--- config.mk ---
export PLATFORM = sky130hd
export DESIGN_NAME = x_ddr_deser
export DESIGN_NICKNAME = d
export VERILOG_FILES = /design/src/rtl/x_ddr_deser.sv
export SDC_FILE = /design/constraint.sdc
export NUM_CORES = 1
export LEC_CHECK = 0
export BUFFER_PORTS_ARGS = -buffer_cell sky130_fd_sc_hd__buf_2
export CAP_MARGIN = 20
export CELL_PAD_IN_SITES_DETAIL_PLACEMENT = 1
export CELL_PAD_IN_SITES_GLOBAL_PLACEMENT = 2
export CORE_MARGIN = 2
export CORE_UTILIZATION = 42
export CTS_CLUSTER_DIAMETER = 30
export DETAILED_ROUTE_END_ITERATION = 10
export PLACE_DENSITY_LB_ADDON = 0.1
export SLEW_MARGIN = 20
export SYNTH_ARGS = -nofsm -noshare
export SYNTH_HDL_FRONTEND = slang
export SYNTH_SLANG_ARGS = --single-unit
--- constraint.sdc ---
create_clock -name C -period 3.5 [get_ports C]
set_input_delay 0.35 -clock C [delete_from_list [all_inputs] [get_ports C]]
set_output_delay 0.35 -clock C [all_outputs]
set_load 0.03 [all_outputs]
--- src/rtl/x_ddr_deser.sv ---
// x_ddr_deser: deserializes Q0/Q1 DDR bit pairs into WIDTH-bit words and
// aligns word boundaries to TRAIN_PATTERN by slipping one bit at a time.
module x_ddr_deser #(
    parameter int               WIDTH         = 8,
    parameter logic [WIDTH-1:0] TRAIN_PATTERN = 8'hA5,
    parameter int               LOCK_COUNT    = 4
) (
    input  logic             C,
    input  logic             R_N,
    input  logic             CE,
    input  logic             Q0,
    input  logic             Q1,
    input  logic             TRAIN,
    output logic [WIDTH-1:0] DOUT,
    output logic             DVALID,
    output logic             LOCKED,
    output logic [3:0]       SLIP_CNT
);
    localparam int CW = $clog2(WIDTH + 2);

    typedef enum logic [1:0] {ST_HUNT, ST_SLIP_WAIT, ST_CHECK, ST_LOCKED} state_t;

    state_t           state;
    logic [WIDTH+1:0] sr;
    logic [WIDTH+3:0] cat;
    logic [CW-1:0]    cnt, nxt;
    logic [3:0]       match;
    logic             slip;

    // Newest bits sit at the LSB end; unconsumed bits are the low nxt bits of cat.
    assign cat = {sr, Q0, Q1};
    assign nxt = cnt + CW'(2) - CW'(slip);

    always_ff @(posedge C or negedge R_N) begin
        if (!R_N) begin
            sr     <= '0;
            cnt    <= '0;
            DOUT   <= '0;
            DVALID <= 1'b0;
        end else if (CE) begin
            sr     <= cat[WIDTH+1:0];
            DVALID <= nxt >= CW'(WIDTH);
            if (nxt >= CW'(WIDTH)) begin
                cnt  <= nxt - CW'(WIDTH);
                DOUT <= WIDTH'(cat >> (nxt - CW'(WIDTH)));
            end else begin
                cnt <= nxt;
            end
        end else begin
            DVALID <= 1'b0;
        end
    end

    // Evaluates the word registered on the previous edge; runs regardless of CE
    // so a word is never missed, while the slip waits for the next CE edge.
    always_ff @(posedge C or negedge R_N) begin
        if (!R_N) begin
            state    <= ST_HUNT;
            match    <= '0;
            slip     <= 1'b0;
            LOCKED   <= 1'b0;
            SLIP_CNT <= '0;
        end else if (!TRAIN) begin
            state  <= ST_HUNT;
            match  <= '0;
            slip   <= 1'b0;
            LOCKED <= 1'b0;
        end else begin
            if (CE)
                slip <= 1'b0;
            if (DVALID) begin
                case (state)
                    ST_HUNT: begin
                        if (DOUT == TRAIN_PATTERN) begin
                            match  <= 4'd1;
                            state  <= (LOCK_COUNT == 1) ? ST_LOCKED : ST_CHECK;
                            LOCKED <= LOCK_COUNT == 1;
                        end else begin
                            slip     <= 1'b1;
                            SLIP_CNT <= SLIP_CNT + 4'd1;
                            state    <= ST_SLIP_WAIT;
                        end
                    end
                    ST_SLIP_WAIT: state <= ST_HUNT;
                    ST_CHECK: begin
                        if (DOUT == TRAIN_PATTERN) begin
                            match <= match + 4'd1;
                            if (match + 4'd1 == 4'(LOCK_COUNT)) begin
                                state  <= ST_LOCKED;
                                LOCKED <= 1'b1;
                            end
                        end else begin
                            slip     <= 1'b1;
                            SLIP_CNT <= SLIP_CNT + 4'd1;
                            match    <= '0;
                            state    <= ST_SLIP_WAIT;
                        end
                    end
                    default: ;
                endcase
            end
        end
    end
endmodule

Word-level counts from Yosys, hierarchy flattened
Index checks and enable logic that the tools add are counted.

storage, ports and cells
  register bits after elaboration = 35
  input port bits = 6
  logic and storage cells = 59

operators by class
  equality and inequality tests = 11
  $lt $le $gt $ge = 1
  $add $sub $neg = 5
  shift operators = 1
  bitwise gates (word level) = 1
  muxes and demuxes = 24
  reduce and logical (&&, ||, !) cells = 7

operators with widths
  cell                                                    count
  2-to-1 mux 4 bit                                        5
  >> shifter 12 x 4 -> 8 bit                              1
  2-to-1 mux 1 bit                                        11
  2-to-1 mux 2 bit                                        5
  inequality test 3 bit (second input constant)           3
  adder 4 x 1 -> 4 bit (second input constant)            2
  equality test 8 bit (second input constant)             1
  case mux 4 bit (2 select lines)                         1
  case mux 2 bit (3 select lines)                         1
  AND reduction 3 bit                                     2
  AND reduction 5 bit                                     1
  adder 4 x 2 -> 4 bit (second input constant)            1
  equality test 4 x 3 -> 1 bit (second input constant)    1
  >= comparator 4 bit (second input constant)             1
  inequality test 4 x 1 -> 1 bit (second input constant)  1
  inequality test 4 bit (second input constant)           1
  AND reduction 4 bit                                     1
  subtractor 4 x 1 -> 4 bit                               1
  subtractor 4 bit (second input constant)                1
  inequality test 3 x 1 -> 1 bit (second input constant)  1
  equality test 2 x 1 -> 1 bit (second input constant)    1
  equality test 2 bit (second input constant)             1
  zero test 2 bit                                         1
  inequality test 2 x 1 -> 1 bit (second input constant)  1
  4 further kinds                                         4

Logic depth before layout (Yosys ltp)
Gate-level depths: netlist (run 1).

  depth after elaboration = 7
  gate-level depth with buffers = 12
  mapped depth without buffers = 11

Worst setup path after synthesis (run 1)
OpenSTA, ideal clock, no wires.

  path kind = register to register
  start point = reg cnt[0]
  end point = reg DOUT[0]
  data arrival time = 1.888 ns
  required time = 3.375 ns
  clock period less this slack = 2.012 ns
  stages on the path, launching flop included = 11
  setup slack = 1.488 ns
  cells stage by stage = dfrtp_1 inv_1 ha_1 inv_1 ha_1 buf_2 buf_2 mux4_2 nand2_1 o21ai_0 mux2_2

on the way
  word-level cells in the longest chain between the ends = 4

ends and longest elaborated chain
  item                                                                      line    source
  from (decl)                                                               26      logic [CW-1:0] cnt, nxt;
  from (signal assigned)                                                    44      cnt <= nxt - CW'(WIDTH);
  from (signal assigned)                                                    47      cnt <= nxt;
  adder 4 x 2 -> 4 bit (*)                                                  32      assign nxt = cnt + CW'(2) - CW'(slip);
  subtractor 4 x 1 -> 4 bit (*)                                             32
  net nxt[1]                                                                26
  subtractor 4 bit / >= comparator 4 bit (equally long branches)            45, 43
  >> shifter 12 x 4 -> 8 bit / AND reduction 2 bit (equally long branches)  n/a
  to (signal assigned)                                                      45      DOUT <= WIDTH'(cat >> (nxt - CW'(WIDTH)));
  to (decl)                                                                 14      output logic [WIDTH-1:0] DOUT,

The timed path passes the listed nets; every way through them passes the cells marked *.
A chain may end at the register's enable or synchronous reset.

Final worst setup path (run 1)
  start point = reg cnt[0]
  end point = reg DOUT[7]

The elaborated chain is that of the path after synthesis.

==> run summary, run 1 <==
RSZ-0062 raised after global routing - false
CP Cell Sequence - inv_1 > ha_1 > inv_1 > ha_1 > mux2_2 > nand2_1 > o21ai_0 > a32oi_1 > o21ai_0
FILL cells - 530
via/cell ratio - 5.61
IO Count - 20
transition time of the tightest slew-check pin - 0.800 ns
hold_buf cts - 0
asr flop ratio synth - 1.00
clock buffer depth - 2
DR iter-0 viols - 22
Fmax - 0.422 GHz
Resized Gates After CTS - 0
H-tree levels - 2
layout cells sized above 1 - 0.281
CP max-delay cell - ha_1
vias in the first global route - 1539
Initial Util - 0.429
clk root buf - clkbuf_8
Critical Path Max Stage Delay - 0.65 ns
Avg Inst Size Synth - 11.0 um^2
final setup vio count - 0
post-synth cell types - 42
Area Growth Syn to Fin - 11.1%
grt ovf - 0
ys flop type - dfrtp_1
cts bufs inserted - 5
ANT cells - 0
Seq cells post-synth - 35
Reg clk slew, reported paths - 0.07 ns
via count - 1403
Die W - 72.8 um
DP Wirelength - 3120 um
routed wire length - 4140 um
min Tclk post-route - 2.37 ns
Critical Path RT - 3.66 ns
TNS Setup - 0 ns
Port Buf Inserts - 19
Sink Count - 35
clock skew - 0.00420 ns
worst path bufs/invs - 2
status - completed
relative slew slack - 0.467
final std cells w/o fill - 250
TritonCTS clock tree - yes
Post-CTS Setup Repair Bufs - 0
Syn Nets - 195
Wirelength per Cell - 16.6 um
Post-synth EDFFs - 0
DR DRC count - 0
warning count from the yosys run - 0
DIE HEIGHT - 72.8 um
VDD IR max - 0.362 mV
worst min path class - primary input to asynchronous set/reset pin
Post-Syn Instances - 180
drt pass-1 iters - 4
Critical Path AT - 2.53 ns
# placed instances - 242
fin. max-slew vios - 0
GP Congestion - 0.758
Nets - 210
first-pass GRT wire length - 7290 um
startpoint type of the worst setup path - flop
Max FO, Critical Path - 16
GRT Total Usage - 0.180
Syn Std Cell Area - 0.00199 mm^2
Max Cap Viol - 0
setup slack after layout - 1.13 ns
initial antenna violation count - 0
P per Cell Area - 984 mW/mm^2
antenna violation net count after detailed routing - 0
final hold viol count - 0
endpoint type of the worst setup path - flop
Die ar. - 0.00530 mm^2
CP top delay family - adder cells
Tcrit/Tclk final - 0.677
post-synthesis sequential area ratio - 0.441
largest net degree at the start of global routing - 36
Post-Place Setup Slack - 1.08 ns
clock latency on the worst-skew pair - 0.29 ns
Core Area - 0.00463 mm^2
crit path kind - flop to flop
# rows - 25
Leakage - 1.02 nW
-- layout by cell type (no fill, tap or decap), types with 3 or more instances in the layout --
cell      Yosys  routed
a211oi_1      4       4
a21oi_1       3       3
buf_2         3      19
clkbuf_8      0       6
dfrtp_1      35      35
ha_1          9       9
inv_1        12      12
mux2_2       19      19
mux2i_1      11      11
mux4_2        3       3
nand2_1      16      16
nor2_1       11      11
nor2b_1       3       3
o21ai_0       7       7
xnor2_1       4       4
-- layer usage --
metal  vias up  global-route usage  routed length (um)
met5         -                   0                   0
met4         0              0.0864                  93
met3         8              0.0387                  99
met2        16               0.336                2250
met1       709               0.190                1700
li1        670                   -                   -
-- final cells by class --
| class | instances | area [um^2] | area share |
|---|---|---|---|
| flip-flops and latches | 35 | 876 | 0.396 |
| clock inverters | 2 | 35.0 | 0.0159 |
| well taps | 54 | 67.6 | 0.0306 |
| repair buffers | 19 | 95.1 | 0.0430 |
| inverters | 12 | 45.0 | 0.0204 |
| clock buffers | 6 | 82.6 | 0.0374 |
| multi-input cells | 122 | 1010 | 0.456 |
-- power breakdown --
part / switching [mW] / internal [mW]
Sequential: 0.114 / 0.537
Combinational: 0.671 / 0.473
Clock: 0.149 / 0.230
-- path summary, 6_finish.rpt --
kind                                               from                      end  slack (ns)  cells after the start
worst min-delay path                                R_N     match[0]$_DFFE_PN0P_        0.14                      1
min in group C                                       Q1        sr[0]$_DFFE_PN0P_        0.32                      2
worst max-delay path                 cnt[0]$_DFFE_PN0P_      DOUT[7]$_DFFE_PN0P_        1.13                      9
worst max register to register       cnt[0]$_DFFE_PN0P_      DOUT[7]$_DFFE_PN0P_        1.13                      9
max in group asynchronous                           R_N        sr[8]$_DFFE_PN0P_        2.85                      1
worst min register to register  SLIP_CNT[3]$_DFFE_PN0P_  SLIP_CNT[3]$_DFFE_PN0P_        0.47                      1
-- state kept, by name, indices dropped and copies added, names as in the netlist --
name,flops
DVALID,1
match,4
slip,1
LOCKED,1
cnt,4
SLIP_CNT,4
state,2
DOUT,8
sr,10
-- Yosys cell counts (all sizes together) (3+ instances only) --
master  number  share of area
mux4         3          0.034
a211oi       4          0.015
nor2        11          0.021
dfrtp       35           0.44
a21oi        3         0.0075
mux2i       11          0.055
buf          5          0.015
clkbuf       5          0.010
inv         12          0.023
nand2       16          0.030
xnor2        4          0.018
nor2b        3         0.0094
o21ai        7          0.018
mux2        19           0.11
ha           9          0.057
-- cell families after synthesis --
logic type      share of synthesized area
simple gates                        0.104
compound gates                      0.123
fa+ha+maj                          0.0566
flops                               0.441
buf+inv                            0.0522
mux                                 0.197
xor+xnor                           0.0264
-- stage by stage --
step	utilization	cell area (um^2)	hold slack (ns)	total power, mW
5_1_grt	0.477	2210	0.196	2.36
3_5_place_dp	0.452	2090	0.467	1.82
2_1_floorplan	-	1990	0.0544	1.55
3_3_place_gp	0.452	2090	0.455	1.77
4_1_cts	0.477	2210	0.163	2.21
6_report	0.477	2210	0.142	2.17
No activity file was read; power rests on OpenSTA's default activity.
==> run 2: changes to the inputs <==
--- a/config.mk
+++ b/config.mk
@@ -5,12 +5,13 @@
 export SDC_FILE = /design/constraint.sdc
 export NUM_CORES = 1
 export LEC_CHECK = 0
+export ABC_AREA = 1
 export BUFFER_PORTS_ARGS = -buffer_cell sky130_fd_sc_hd__buf_2
 export CAP_MARGIN = 20
 export CELL_PAD_IN_SITES_DETAIL_PLACEMENT = 1
 export CELL_PAD_IN_SITES_GLOBAL_PLACEMENT = 2
 export CORE_MARGIN = 2
-export CORE_UTILIZATION = 42
+export CORE_UTILIZATION = 35
 export CTS_CLUSTER_DIAMETER = 30
 export DETAILED_ROUTE_END_ITERATION = 10
 export PLACE_DENSITY_LB_ADDON = 0.1
==> constraint.sdc (replaced) <==
create_clock -name C -period 2.4 [get_ports C]
set_input_delay 0.24 -clock C [delete_from_list [all_inputs] [get_ports C]]
set_output_delay 0.24 -clock C [all_outputs]
set_load 0.03 [all_outputs]
==> run summary, run 2 <==
Die ar. - 0.00674 mm^2
status - completed
Critical Path AT - 2.03 ns
final instance area - 0.00234 mm^2
# placed instances - 361
crit path kind - flop to flop
DR iter-0 viols - 59
Reg clk slew, reported paths - 0.07 ns
post-synth cell types - 29
GP Congestion - 0.733
clock latency on the worst-skew pair - 0.28 ns
hold_buf cts - 0
GRT Total Usage - 0.160
Hold WS - 0.0442 ns
crit path launch - slip$_DFF_PN0_
Die W - 82.1 um
worst reg2reg path depth - 8
worst setup path endpoint - DOUT[2]$_DFFE_PN0P_
min Tclk post-route - 1.86 ns
largest net degree at the start of global routing - 36
RSZ-0062 raised after global routing - false
setup slack after layout - 0.540 ns
final setup vio count - 0
Sink Count - 35
ys flop type - dfrtp_1
clock skew - 0.00645 ns
Max Cap Viol - 0
Tcrit/Tclk final - 0.775
Syn Nets - 291
endpoint type of the worst setup path - flop
Area Growth Syn to Fin - 9.78%
cell area after placement - 0.00224 mm^2
Most flops, register - sr
via count - 1732
R2R Setup Slk - 0.54 ns
final hold viol count - 0
routed wire length - 4740 um
Post-CTS Setup Repair Bufs - 0
total power - 3.24 mW
commonest non-fill, non-tap cell in the layout - nand2_1
fin. max-slew vios - 0
H-tree levels - 2
DR DRC count - 0
Commonest cells post-synth - 90 x nand2_1, 35 x dfrtp_1, 33 x inv_1
TritonCTS clock tree - yes
# rows - 28
vias in the first global route - 1781
Critical Path RT - 2.57 ns
Post-synth EDFFs - 0
fin util - 0.396
largest area contributor in the netlist - dfrtp_1
layout cells sized above 1 - 0.167
Largest register FFs - 10
Seq cells post-synth - 35
Largest regs - sr (10), DOUT (8)
cts bufs inserted - 5
worst min path class - primary input to asynchronous set/reset pin
post-synthesis sequential area ratio - 0.410
area share of the largest cell type after synthesis - 0.410
clk root buf - clkbuf_8
RR Startpoint - slip$_DFF_PN0_
Initial Util - 0.361
antenna violation net count after detailed routing - 0
Fmax - 0.538 GHz
P per Cell Area - 1380 mW/mm^2
clock buffer depth - 2
Nets - 308
VDD IR max - 0.479 mV
Resized Gates After CTS - 0
most frequent cell after synthesis - nand2_1
IO Count - 20
first-pass GRT wire length - 8240 um
grt ovf - 0
commonest cells after routing, fill and taps aside - 90 x nand2_1, 35 x dfrtp_1, 33 x inv_1
FILL cells - 760
warning count from the yosys run - 0
Core Area - 0.00592 mm^2
Post-Syn Instances - 276
final std cells w/o fill - 369
DP Wirelength - 3620 um
Syn Std Cell Area - 0.00214 mm^2
Max FO, Critical Path - 14
largest cells by area after synthesis - dfrtp_1 41%, nand2_1 16%, inv_1 5.8%
startpoint type of the worst setup path - flop
ANT cells - 0
Wirelength per Cell - 12.8 um
Leakage - 1.17 nW
transition time of the tightest slew-check pin - 0.817 ns
Critical R2R Capture - DOUT[2]$_DFFE_PN0P_
DIE HEIGHT - 82.1 um
Port Buf Inserts - 19
Avg Inst Size Synth - 7.74 um^2
initial antenna violation count - 0
drt pass-1 iters - 4
Post-Place Setup Slack - 0.547 ns
TNS Setup - 0 ns
via/cell ratio - 4.69
relative slew slack - 0.455
asr flop ratio synth - 1.00
run 2: cell types whose count changed in the layout (fill, tap and decap cells not counted), moves of 6 or more:
cell	previous run	this run
o21ai_0	7	24
nand3_1	1	20
nand2_2	0	6
inv_1	12	33
o21ai_1	0	11
mux2_2	19	0
nand2_1	16	90
mux2i_1	11	0
run 2: cells by family after synthesis:
family,count (synthesis),synth area share
compound gates,47,0.131
xor+xnor,5,0.0205
simple gates,135,0.283
fa+ha+maj,9,0.0527
buf+inv,45,0.103
flops,35,0.410
run 2: power breakdown:
part	internal [mW]	leakage (nW)	switching (mW)
logic	0.609	0.676	1.24
clock network	0.262	0.0515	0.207
registers	0.772	0.447	0.150
total	1.64	1.17	1.60
run 2: per-layer routing:
layer	GRT usage	wire length [um]	vias up
met2	0.273	2220	17
met5	0	0	-
met4	0.0500	65	0
li1	-	-	915
met3	0.0337	124	4
met1	0.202	2330	796
run 2: area by class of cell:
| class | count | area, um^2 | share of cell area |
|---|---|---|---|
| Clock buffer | 8 | 100 | 0.0427 |
| Inverter | 35 | 131 | 0.0560 |
| Multi-Input combinational cell | 196 | 1040 | 0.444 |
| Sequential cell | 35 | 876 | 0.374 |
| Tap cell | 75 | 93.8 | 0.0400 |
| Timing Repair Buffer | 20 | 103 | 0.0438 |
run 2: critical path, stage by stage (launching register included):
cell and delay (ns):
dfrtp_1 0.40, ha_1 0.52, buf_4 0.29, nand2_2 0.07, o21ai_2 0.07, nand2_1 0.09, nand3_1 0.09, nand2_1 0.06
o21a_1 0.16
run 2: how the worst min path moves through the flow:
stage | cells after the start | startpoint | slack (ns) | to
after global routing | 1 | R_N | 0.1 | cnt[3]$_DFFE_PN0P_
after detailed placement | 1 | R_N | 0.38 | match[2]$_DFFE_PN0P_
after global placement | 1 | R_N | 0.39 | match[2]$_DFFE_PN0P_
final | 1 | R_N | 0.04 | match[2]$_DFFE_PN0P_
after floorplan | 0 | R_N | -0.06 | DOUT[0]$_DFFE_PN0P_
after CTS | 1 | R_N | 0.07 | cnt[3]$_DFFE_PN0P_
